==> config.mk <==
export PLATFORM = sky130hd
export DESIGN_NAME = serial_pattern_tx
export DESIGN_NICKNAME = d
export VERILOG_FILES = /design/src/rtl/serial_pattern_tx.sv
export SDC_FILE = /design/constraint.sdc
export NUM_CORES = 1
export LEC_CHECK = 0
export ABC_AREA = 1
export BUFFER_PORTS_ARGS = -buffer_cell sky130_fd_sc_hd__buf_2
export CAP_MARGIN = 20
export CELL_PAD_IN_SITES_DETAIL_PLACEMENT = 1
export CELL_PAD_IN_SITES_GLOBAL_PLACEMENT = 1
export CORE_MARGIN = 8
export CORE_UTILIZATION = 30
export DETAILED_ROUTE_END_ITERATION = 7
export PLACE_DENSITY = 0.68
export SLEW_MARGIN = 20
export SYNTH_ARGS = -nofsm -noshare
export SYNTH_HDL_FRONTEND = slang
export SYNTH_SLANG_ARGS = --single-unit
==> constraint.sdc <==
create_clock -name clk -period 1.95 [get_ports clk]
set_input_delay 0.0975 -clock clk [delete_from_list [all_inputs] [get_ports clk]]
set_output_delay 0.0975 -clock clk [all_outputs]
set_load 0.01 [all_outputs]
==> src/rtl/serial_pattern_tx.sv <==
// Serial bit-stream transmitter: accepts a parallel pattern over valid/ready and shifts it
// out MSB-first one bit per clock, followed by an idle gap, with optional replay.
module serial_pattern_tx #(
    parameter int unsigned WIDTH    = 8,
    parameter int unsigned GAP_BITS = 2,
    parameter logic        IDLE_BIT = 1'b0
) (
    input  logic                         clk,
    input  logic                         reset,
    input  logic                         load_valid,
    output logic                         load_ready,
    input  logic [WIDTH-1:0]             load_data,
    input  logic [$clog2(WIDTH+1)-1:0]   load_len,
    input  logic                         repeat_en,
    input  logic                         abort,
    output logic                         x_out,
    output logic                         x_valid,
    output logic                         busy,
    output logic                         done
);
    localparam int unsigned LW = $clog2(WIDTH + 1);
    localparam int unsigned GW = (GAP_BITS > 1) ? $clog2(GAP_BITS) : 1;

    typedef enum logic [1:0] {
        S_IDLE,
        S_SHIFT,
        S_GAP
    } state_t;

    state_t           state_q;
    logic [WIDTH-1:0] sh_q;
    logic [WIDTH-1:0] pat_q;
    logic [LW-1:0]    len_q;
    logic [LW-1:0]    cnt_q;
    logic [GW-1:0]    gap_q;
    logic             x_out_q;
    logic             x_valid_q;
    logic             done_q;

    logic [LW-1:0]    eff_len_d;
    logic [WIDTH-1:0] aligned_d;
    logic [WIDTH-1:0] start_pat_d;
    logic [LW-1:0]    start_len_d;
    logic             accept_d;
    logic             last_bit_d;
    logic             last_gap_d;
    logic             frame_end_d;
    logic             start_d;

    // Patterns are stored left-aligned so the next bit is always the MSB of the shifter.
    always_comb begin
        eff_len_d   = (load_len == '0 || load_len > LW'(WIDTH)) ? LW'(WIDTH) : load_len;
        aligned_d   = load_data << (LW'(WIDTH) - eff_len_d);
        start_pat_d = (state_q == S_IDLE) ? aligned_d : pat_q;
        start_len_d = (state_q == S_IDLE) ? eff_len_d : len_q;
        accept_d    = load_valid && load_ready && !abort;
        last_bit_d  = (state_q == S_SHIFT) && (cnt_q == '0);
        last_gap_d  = (state_q == S_GAP) && (gap_q == '0);
        frame_end_d = (GAP_BITS == 0) ? last_bit_d : last_gap_d;
        start_d     = (state_q == S_IDLE) ? accept_d : (!abort && frame_end_d && repeat_en);
    end

    always_ff @(posedge clk or posedge reset) begin
        if (reset) begin
            state_q   <= S_IDLE;
            sh_q      <= '0;
            pat_q     <= '0;
            len_q     <= '0;
            cnt_q     <= '0;
            gap_q     <= '0;
            x_out_q   <= IDLE_BIT;
            x_valid_q <= 1'b0;
            done_q    <= 1'b0;
        end else if (start_d) begin
            state_q   <= S_SHIFT;
            pat_q     <= start_pat_d;
            len_q     <= start_len_d;
            sh_q      <= start_pat_d << 1;
            cnt_q     <= start_len_d - LW'(1);
            x_out_q   <= start_pat_d[WIDTH-1];
            x_valid_q <= 1'b1;
            done_q    <= (start_len_d == LW'(1));
        end else if (state_q != S_IDLE && (abort || frame_end_d)) begin
            state_q   <= S_IDLE;
            cnt_q     <= '0;
            gap_q     <= '0;
            x_out_q   <= IDLE_BIT;
            x_valid_q <= 1'b0;
            done_q    <= 1'b0;
        end else if (last_bit_d) begin
            state_q   <= S_GAP;
            gap_q     <= GW'(GAP_BITS - 1);
            x_out_q   <= IDLE_BIT;
            x_valid_q <= 1'b0;
            done_q    <= 1'b0;
        end else if (state_q == S_SHIFT) begin
            sh_q      <= sh_q << 1;
            cnt_q     <= cnt_q - LW'(1);
            x_out_q   <= sh_q[WIDTH-1];
            done_q    <= (cnt_q == LW'(1));
        end else if (state_q == S_GAP) begin
            gap_q     <= gap_q - GW'(1);
        end
    end

    assign load_ready = (state_q == S_IDLE) && !reset;
    assign busy       = (state_q != S_IDLE);
    assign x_out      = x_out_q;
    assign x_valid    = x_valid_q;
    assign done       = done_q;

endmodule

### Word-level counts from Yosys, hierarchy flattened

Cells that the tools add are included.

* eq/ne operators: 8
* mux-type cells: 30
* bitwise operators: 2
* $add $sub $neg: 4
* order comparisons: 1
* shift-type cells: 1
* reductions and logical operators: 24

Operators by type and width (count)
* 8-bit 2-to-1 mux: 5
* 4-bit 2-to-1 mux: 6
* 1-bit 2-to-1 mux: 16
* 3-bit nonzero test: 3
* 4-bit by 1-bit equality test with 1-bit output (second input constant): 2
* 1-bit logical AND: 8
* 4-bit zero test: 2
* 8-bit by 4-bit << shifter with 8-bit output: 1
* 4-bit by 1-bit subtractor with 4-bit output (second input constant): 2
* 2-bit 2-to-1 mux: 3
* 3-bit AND reduction: 2
* 4-bit > comparator (second input constant): 1
* 2-bit nonzero test: 2
* 4-bit nonzero test: 1
* 4-bit subtractor (first input constant): 1
* 3-bit by 1-bit != test with 1-bit output (second input constant): 1
* 3-bit by 2-bit != test with 1-bit output (second input constant): 1
* 2-bit by 1-bit equality test with 1-bit output (second input constant): 1
* 2-bit equality test (second input constant): 1
* 1-bit zero test: 2
* 2-bit zero test: 1
* 1-bit logical OR: 2
* 2-bit by 1-bit != test with 1-bit output (second input constant): 1
* 2-bit != test (second input constant): 1
* other kinds (3): 4

* output and inout bits: 5
* input port bits: 17
* word-level logic and storage cells: 79
* bits in registers: 30

### Longest topological paths before layout

* depth in word-level cells: 7
* depth in mapped cells: 13
* gate-level depth less buffers: 12

### Least setup slack after synthesis

Ideal clock, no wire load.

* kind: register -> register
* from: register state_q[0]
* to: register cnt_q[1]
* arrival: 1670 ps
* setup slack: 219 ps
* stages on the path, launching flop included: 10
* data required time: 1889 ps
* path through: dfrtp_1 > nor2_4 > inv_4 > buf_6 > a21oi_2 > inv_1 > ha_1 > o221ai_2 > o21ai_2 > inv_2

* elaborated cells between the ends (all ways): 21

RTL lines
* from (decl): line 30 `state_t state_q;`
* from (signal assigned): line 65 `state_q <= S_IDLE;`
* from (signal assigned): line 75 `state_q <= S_SHIFT;`
* from (signal assigned): line 84 `state_q <= S_IDLE;`
* 2-bit nonzero test (*)
* named net busy: line 18 `output logic busy,`
* 1-bit logical AND (*): line 83 `end else if (state_q != S_IDLE && (abort || frame_end_d)) begin`
* 3-bit by 1-bit != test with 1-bit output (no source line), or another cell as far along
* 2-bit AND reduction (no source line) / 4-bit 2-to-1 mux (equally long branches)
* to (signal assigned): line 79 `cnt_q <= start_len_d - LW'(1);`
* to (signal assigned): line 98 `cnt_q <= cnt_q - LW'(1);`
* to (decl): line 34 `logic [LW-1:0] cnt_q;`

The timed path passes the listed nets; every way through them passes the cells marked *.
A chain may end at the register's enable or synchronous reset.

### Worst setup path in the final report

* from: register state_q[0]
* to: register cnt_q[2]

* longest elaborated chain between the ends: 7
* elaborated cells between the ends (all ways): 21

RTL lines
* branches (longest 7 deep; another with 4-bit by 1-bit subtractor with 4-bit output)

Several ways; the timed one is not identified.

==> results.md <==
- Crit Path Class: reg -> reg
- Synth-to-layout area growth: 14.2%
- PwrDens: approximately 1400 nW/um^2
- Post-route cell area: between 2000 and 2500 um^2
- Die Height: ~96 um
- Vias in the first global route: 1812
- Total Nets Final: slightly above 300
- Register area share after synthesis: a little over a third
- Num rows: 29
- Total number of vias: ~1700
- Hpwl dp: between 3 and 4 mm
- CTS tree: done
- Pleak: between 1 and 1.5 nW
- Number of max-cap violations: 0
- Max clock buf depth: 2
- Gr usage total: a little under an eighth
- Share of layout cells above drive strength 1: roughly 24%
- Critical Path AT: about 2.0 ns
- Hold Startpoint: load_valid
- Horiz. Die Dim: just under 100 um
- Post-synthesis mux area share: 0%
- Reg area: approximately 700 um^2
- Grt ovf: 0
- Wirelength per Cell: approximately 14 um
- Total CTS buffers: 3
- FMAX: 558 MHz
- DRC viols: 0
- Drt pass-1 iters: 4
- Setup Buffers After CTS: 0
- Largest net degree at the start of global routing: 29
- Sum Neg Setup Slack: 0 ns
- Post-CTS Resized: 0
- Global-route wire length before repair: approximately 8.6 mm
- Largest family of logic cells by synthesized area: simple AND/OR/NAND/NOR gates
- Via density: 4.72
- CP max FO: 15
- Worst r2r path cells: 10
- Hold Crit Class: in -> reg
- Ports: 22
- H-tree level count: 1
- Post-synthesis cell count: 253
- Hold Path Stages: 5
- Cell variety after synth: 36
- DP Worst Slack: 0.149 ns
- Post-Synth Adder-Cell Area: under 10%
- I/O Buffers: 21
- Initial Utilization: a little under a third
- Worst clock skew: 0.00848 ns
- Clk slew on worst S/H paths: ~0.1 ns
- Worst endpoint required time: between 2 and 2.5 ns
- Min Clock Period, post-route: between 1.5 and 2 ns
- Syn avg cell area: about 7.6 um^2
- Diode count: 0
- Final ANT Viol Nets: 0
- Metal2 WL: 2.42 mm
- Compound-Gate Fraction of Synth Area: 15.0%
- Hold Buf Count CTS: 1
- CP Launch Point: state_q[0]$_DFFE_PP0P_
- DR top layer: met4
- Mapped Area: about 1900 um^2
- Fill cell count: between 800 and 900
- Setup repair after global routing missed its margin: no
- Area of the multi-input gates: between 1000 and 1500 um^2
- Area of placed instances: roughly 2100 um^2
- Fin crit share: approximately nine tenths
- Wl on met1: between 2 and 2.5 mm
- Synthesis warning total: 0
- Rel. slew slack: 74.8%
- Syn_nets: roughly 270
- Synth Area in Simple Gates: around 34%
- Worst Setup Start Kind: flip-flop
- Initial DRC count: between 50 and 60
- Clk Latency, worst-skew pair: roughly 0.28 ns
- FF-to-FF Start: state_q[0]$_DFFE_PP0P_
- Power Total: about 3.1 mW
- Slew of the pin with the lowest slew margin: ~0.38 ns
- Clk sinks: 28
- Final Hold Fails: 0
- Root Buffer: clkbuf_8
- Final count of pins violating max slew: 0
- CP Capture Type: flip-flop
- Final setup fails: 0
- Flops & latches, synth: 28
- Post-synthesis xor/xnor area fraction: 2.21%
- Initial antenna violation count: 0
- Worst setup margin: ~0.16 ns
- Peak supply drop: roughly 630 uV
- Internal reg-to-reg setup slack: 0.16 ns
- RePlAce Congestion: slightly below 0.9
- DRT Wirelength: about 5 mm
- Core area: ~6300 um^2
- Die area: 9230 um^2
- Met3 routed WL: approximately 98 um
- Status: finished clean
==> layout by cell type (no fill, tap or decap), types with 3 or more instances in the layout <==
cell type  instances
clkbuf_8           3
o21ai_1            4
buf_4              7
nand2_1           61
inv_1             30
nand3_1           19
a21oi_1           19
o21ai_0           10
nand4_1            5
xnor2_1            3
o22ai_1            4
dfrtp_1           28
nor2_2             6
ha_1               4
o21ai_2            3
inv_2              5
nor2_1            20
buf_2             21
nand2_2            5
==> critical path, stage by stage, from the launching register on <==
cell and delay, ns:
dfrtp_1 0.50, nor2_4 0.07, inv_4 0.19, nor2_1 0.11, a21oi_2 0.16, inv_1 0.06
ha_1 0.18, xnor2_1 0.20, o22ai_1 0.10, nand2_1 0.06, o21ai_1 0.06
==> cells in the mapped netlist <==
library cell	n	area share [%]
inv_2	5	0.98
nor2_8	1	1.0
xnor2_2	1	0.85
a21oi_1	19	4.9
or2_2	1	0.33
nand3b_1	1	0.39
a21oi_2	1	0.46
ha_1	4	2.6
o21ai_4	1	0.85
o21ai_1	4	1.0
nor2_2	6	2.0
xnor2_1	3	1.4
nand3_1	19	4.9
nor3_1	1	0.26
nand3_4	2	1.8
nand2_1	61	12
a31oi_1	2	0.65
o21ai_0	10	2.6
inv_1	30	5.9
buf_2	2	0.52
o211ai_2	1	0.65
o21ai_2	3	1.4
o21a_1	1	0.39
buf_6	2	1.2
nand2_2	5	1.6
o22ai_1	4	1.3
nor2_4	1	0.59
inv_4	2	0.65
o221ai_2	1	0.78
nand2_8	2	2.1
dfrtp_1	28	36
nor2_1	20	3.9
nor3_2	1	0.52
nand2_4	2	1.2
inv_6	1	0.46
nand4_1	5	1.6
==> area by class of cell <==
type | instances | share of cell area [%]
Clock buffer | 3 | 1.88
Timing Repair Buffer | 29 | 7.63
Tap cell | 77 | 4.38
Multi-Input combinational cell | 183 | 47.3
Sequential cell | 28 | 31.9
Inverter | 38 | 6.95
==> worst paths after layout <==
check,to
worst min register to register,len_q[2]$_DFFE_PP0P_
worst min-delay path,state_q[0]$_DFFE_PP0P_
worst max register to register,cnt_q[2]$_DFFE_PP0P_
min in group asynchronous,cnt_q[0]$_DFFE_PP0P_
worst max-delay path,cnt_q[2]$_DFFE_PP0P_
max in group asynchronous,pat_q[1]$_DFFE_PP0P_
==> per-stage QoR <==
step                hold WS [ns]  instances  utilization, %
floorplan                  0.163        253               -
global placement           0.243        354            34.2
detailed placement         0.253        354            34.2
CTS                        0.281        358            35.0
global route               0.283        358            35.0
finish                     0.282        358            35.0
==> metal layers <==
metal / GRT usage, % / vias to the layer above
li1: - / 880
met1: 14.2 / 790
met2: 20.7 / 14
met3: 2.34 / 4
met4: 1.92 / 0
met5: 0 / -
==> state kept, by name, summed over array words and instances (netlist names) <==
| register | cells |
|---|---|
| sh_q | 7 |
| len_q | 4 |
| x_out | 1 |
| state_q | 2 |
| done | 1 |
| pat_q | 8 |
| cnt_q | 4 |
| gap_q | 1 |
==> power by group <==
group | leakage, nW | switching, mW | internal (mW) | total [mW]
registers | 0.340 | 0.179 | 0.849 | 1.03
clock network | 0.0216 | 0.187 | 0.139 | 0.326
logic | 0.721 | 1.05 | 0.665 | 1.71
==> kinds of logic (layout without fill, tap and decap cells) <==
| group | Yosys count | after routing |
|---|---|---|
| XOR/XNOR | 4 | 4 |
| flip-flops | 28 | 28 |
| buffers and inverters | 42 | 70 |
| adder cells (fa/ha/maj) | 4 | 4 |
| AND/OR/NAND/NOR | 128 | 128 |
| AO/OA/AOI/OAI | 47 | 47 |
No activity file was read; power rests on OpenSTA's default activity.
